<file path="src/rtl/mux_pkg.sv">
// Shared arbitration-mode definitions and sizing helper for the stream mux.
package mux_pkg;

  localparam int unsigned MODE_RR    = 0;
  localparam int unsigned MODE_FIXED = 1;

  typedef enum logic {
    ARB_RR    = 1'b0,
    ARB_FIXED = 1'b1
  } arb_mode_e;

  // Channel index width, never narrower than one bit.
  function automatic int unsigned chan_w(input int unsigned n);
    return (n > 2) ? $clog2(n) : 1;
  endfunction

endpackage

</file>
<file path="src/rtl/rr_arbiter.sv">
// One-hot arbiter: round-robin from a rotating pointer, or fixed lowest-index priority.
module rr_arbiter
  import mux_pkg::*;
#(
  parameter  int unsigned CHANNELS = 4,
  parameter  int unsigned MODE     = MODE_RR,
  localparam int unsigned CW       = chan_w(CHANNELS)
) (
  input  logic                clk,
  input  logic                reset,
  input  logic [CHANNELS-1:0] req,
  input  logic                en,
  output logic [CHANNELS-1:0] grant,
  output logic [CW-1:0]       grant_idx
);

  localparam arb_mode_e ARB = (MODE == MODE_FIXED) ? ARB_FIXED : ARB_RR;

  logic [CW-1:0] ptr;
  logic [CW-1:0] cand;
  logic          found;

  // Scan upward from the pointer (or from 0 in fixed mode), wrapping at CHANNELS.
  always_comb begin
    grant     = '0;
    grant_idx = '0;
    found     = 1'b0;
    cand      = '0;
    for (int unsigned k = 0; k < CHANNELS; k++) begin
      cand = (ARB == ARB_FIXED) ? CW'(k) : CW'((32'(ptr) + k) % CHANNELS);
      if (!found && req[cand]) begin
        found       = 1'b1;
        grant[cand] = 1'b1;
        grant_idx   = cand;
      end
    end
  end

  always_ff @(posedge clk) begin
    if (reset) begin
      ptr <= '0;
    end else if (en && found) begin
      ptr <= (grant_idx == CW'(CHANNELS - 1)) ? '0 : grant_idx + CW'(1);
    end
  end

endmodule

</file>
<file path="src/rtl/stream_mux_rr.sv">
// N:1 registered stream merge with valid/ready on every port and selectable arbitration.
module stream_mux_rr
  import mux_pkg::*;
#(
  parameter  int unsigned WIDTH    = 16,
  parameter  int unsigned CHANNELS = 4,
  parameter  int unsigned MODE     = MODE_RR,
  localparam int unsigned CW       = chan_w(CHANNELS)
) (
  input  logic                      clk,
  input  logic                      reset,
  input  logic [CHANNELS*WIDTH-1:0] in_data,
  input  logic [CHANNELS-1:0]       in_valid,
  output logic [CHANNELS-1:0]       in_ready,
  output logic [WIDTH-1:0]          out_data,
  output logic [CW-1:0]             out_chan,
  output logic                      out_valid,
  input  logic                      out_ready
);

  logic                load_en_c;
  logic [CHANNELS-1:0] grant;
  logic [CW-1:0]       grant_idx;
  logic [WIDTH-1:0]    sel_data_c;

  // Output slot is free when empty or draining this cycle.
  assign load_en_c = !out_valid || out_ready;

  rr_arbiter #(
    .CHANNELS (CHANNELS),
    .MODE     (MODE)
  ) u_arb (
    .clk       (clk),
    .reset     (reset),
    .req       (in_valid),
    .en        (load_en_c && !reset),
    .grant     (grant),
    .grant_idx (grant_idx)
  );

  assign in_ready = reset ? '0 : (grant & {CHANNELS{load_en_c}});

  always_comb begin
    sel_data_c = '0;
    for (int unsigned i = 0; i < CHANNELS; i++) begin
      sel_data_c = sel_data_c | (in_data[i*WIDTH +: WIDTH] & {WIDTH{grant[i]}});
    end
  end

  always_ff @(posedge clk) begin
    if (reset) begin
      out_valid <= 1'b0;
      out_data  <= '0;
      out_chan  <= '0;
    end else if (load_en_c) begin
      if (|grant) begin
        out_valid <= 1'b1;
        out_data  <= sel_data_c;
        out_chan  <= grant_idx;
      end else begin
        out_valid <= 1'b0;
      end
    end
  end

endmodule

</file>
<file path="config.mk">
export PLATFORM = sky130hd
export DESIGN_NAME = stream_mux_rr
export DESIGN_NICKNAME = d
export VERILOG_FILES = /design/src/rtl/mux_pkg.sv /design/src/rtl/rr_arbiter.sv /design/src/rtl/stream_mux_rr.sv
export SDC_FILE = /design/constraint.sdc
export NUM_CORES = 1
export LEC_CHECK = 0
export BUFFER_PORTS_ARGS = -buffer_cell sky130_fd_sc_hd__buf_4
export CAP_MARGIN = 20
export CORE_MARGIN = 2
export CORE_UTILIZATION = 51
export DETAILED_ROUTE_END_ITERATION = 7
export PLACE_DENSITY = 0.86
export SLEW_MARGIN = 20
export SYNTH_ARGS = -nofsm -noshare
export SYNTH_HDL_FRONTEND = slang
export SYNTH_SLANG_ARGS = --single-unit
</file>
<file path="constraint.sdc">
create_clock -name clk -period 10 [get_ports clk]
set_input_delay 2.5 -clock clk [delete_from_list [all_inputs] [get_ports clk]]
set_output_delay 2.5 -clock clk [all_outputs]
set_load 0.03 [all_outputs]
</file>
==> results.toml <==
[run_status]
outcome = "finished clean"

[floorplanning]
initial_core_util = 0.541
ios = 94
die_area_um2 = 4490
die_h_um = 67.0
coreArea_um2 = 3740
rows = 22
die_w_um = 67.0

[setup_path]
critical_path.max_fanout = 19
regToRegSetupSlack_ps = 6100
cp.required_ps = 7500
crit_type = "input pin to output pin"
cp.arrival_ps = 4560
worstSetupStartpointType = "input pin"
cp-end-kind = "output pin"

[global_routing]
grt_pass1_wl_um = 7850
grt_usage = 0.227
grt-ovfl-total = 0
grt_pass1_vias = 1771
antenna_found_initial = 0
grt_max_degree = 35

[finish]
fin_nets = 374
layout-drive-gt1-share = 0.468
fin_cells = 343
diodes = 0
synthToLayoutAreaGrowth_pct = 36.3
n_fill_cell = 297

[placement]
placed_cells = 338
gp_congestion = 0.747
dp_hpwl_um = 3920
port_buffers = 93

[synth]
netlist_top_cells_count = "nor2b_1 (36), dfxtp_1 (21), nor2_1 (21)"
synth_top_area_frac = 0.208
ys_ff_latch = 21
synth_fp_nets = 290
yosysUniqueCellTypes = 45
synth-main-ff-cell = "dfxtp_1"
synthArstFlopShare = 0
syn_avg_cell_area_um2 = 9.55
yosys-top-cells-area = "dfxtp_1 (21%), a2111oi_4 (12%), nor2b_1 (11%), a211oi_2 (6.8%), ha_1 (4.3%)"
netlist_area_um2 = 2020
synth_largest_area_cell = "dfxtp_1"
synth-edff-count = 0
yosysMostFrequentCell = "nor2b_1"
synth_warnings = 0
netlist_instances = 212
synth-seq-area-share = 0.208

[clock_tree]
cts_buffers = 3
clockBufferDepth = 2
post_cts_buffers = 0
cts.sinks = 21
cts_tree = "yes"
postCtsHoldBufs = 0
clk_pin_slew_worst_paths_ps = 70
post_cts_resize_count = 0
cts_root_buf = "clkbuf_8"
htree_levels = 1
clk-insertion-delay-late_ps = 260

[detailed_routing]
drt_iter0_markers = 65
dr.pass1.iters = 4
via_per_inst = 5.54
wire_per_inst_um = 15.1
drcViolationCount = 0
vias = 1900
routed_wl_um = 5170
ant_nets = 0

[timing]
period_share = 0.706
clock_skew_ps = 4.10
max_clock_freq_mhz = 142
slew_viol_final = 0
finalSetupTns_ps = 0
rsz0062_at_grt = "false"
slew-limit-headroom = 0.451
worst_pin_slew_ps = 824
hold_viol = 0
min_period_ps = 7060
finalSetupViolCount = 0

[power_and_ir_drop]
p_leak_nw = 1.16
power.density_nw_per_um2 = 349
ir_drop_uv = 255

[min_path]
hold_path_class = "flip-flop to flip-flop"

[job]
max-cap-violations = 0
==> report_power, final <==
| part | total, mW | switching [mW] | leakage, nW | internal (mW) |
|---|---|---|---|---|
| logic | 0.761 | 0.437 | 0.963 | 0.324 |
| clock network | 0.0549 | 0.0272 | 0.0255 | 0.0277 |
| registers | 0.145 | 0.0256 | 0.174 | 0.120 |
==> state kept, by name, indices dropped and copies added (netlist names) <==
| signal | flops |
|---|---|
| out_valid | 1 |
| out_chan | 2 |
| u_arb.ptr | 2 |
| out_data | 16 |
==> layout make-up <==
cell class / count / area [um2] / area share
clock inverters: 1 / 5.00 / 0.00181
well taps: 48 / 60.1 / 0.0218
multi-input cells: 170 / 1490 / 0.540
repair buffers: 96 / 728 / 0.264
inverters: 4 / 15.0 / 0.00544
clock buffers: 3 / 41.3 / 0.0150
flip-flops and latches: 21 / 420 / 0.152
==> layer usage <==
metal / vias up / track usage / part of all wire
met4: 0 / 0.0587 / 0.012
met2: 52 / 0.437 / 0.54
met1: 896 / 0.248 / 0.40
met5: - / 0 / 0
met3: 6 / 0.0439 / 0.052
li1: 946 / - / -
==> critical path, cell delays in order <==
cell and delay [ps]:
buf_4 140, or3b_1 390, a2111oi_4 460, o21ai_0 140, and3_1 440, nor3_1 290
buf_4 200
==> per-stage QoR <==
| step | setup slack (ps) | power, mW | hold WS [ps] | util | area [um2] |
|---|---|---|---|---|---|
| 2_1_floorplan | 2690 | 0.755 | 618 | - | 2020 |
| 3_3_place_gp | 2990 | 0.873 | 484 | 0.719 | 2690 |
| 3_5_place_dp | 2950 | 0.894 | 488 | 0.721 | 2700 |
| 4_1_cts | 2950 | 0.952 | 507 | 0.733 | 2740 |
| 5_1_grt | 2760 | 1.03 | 526 | 0.737 | 2760 |
| 6_report | 2940 | 0.962 | 504 | 0.737 | 2760 |
==> placed cells by master (no fill, tap or decap), types with 7 or more instances in the layout <==
cell,n
nor2b_2,8
buf_4,95
nand2_1,8
nor2_1,21
a2111oi_0,8
and2b_1,10
nor2b_1,36
a211oi_2,11
ha_1,7
dfxtp_1,21
a2111oi_4,9
==> worst paths after layout <==
check	cells past startpoint	endpoint	start
setup / recovery	7	in_ready[2]	in_valid[0]
hold / removal	2	out_data[11]$_SDFFE_PP0P_	out_data[11]$_SDFFE_PP0P_
setup reg to reg	10	out_data[9]$_SDFFE_PP0P_	u_arb.ptr[0]$_SDFFE_PP0P_
hold reg to reg	2	out_data[11]$_SDFFE_PP0P_	out_data[11]$_SDFFE_PP0P_
==> cell families after synthesis <==
group,count (synthesis),share of synthesized area
mux,7,0.0532
simple gates,103,0.305
compound gates,53,0.332
flops,21,0.208
buf+inv,21,0.0593
fa+ha+maj,7,0.0433
Power figures use the tool's default switching activity.
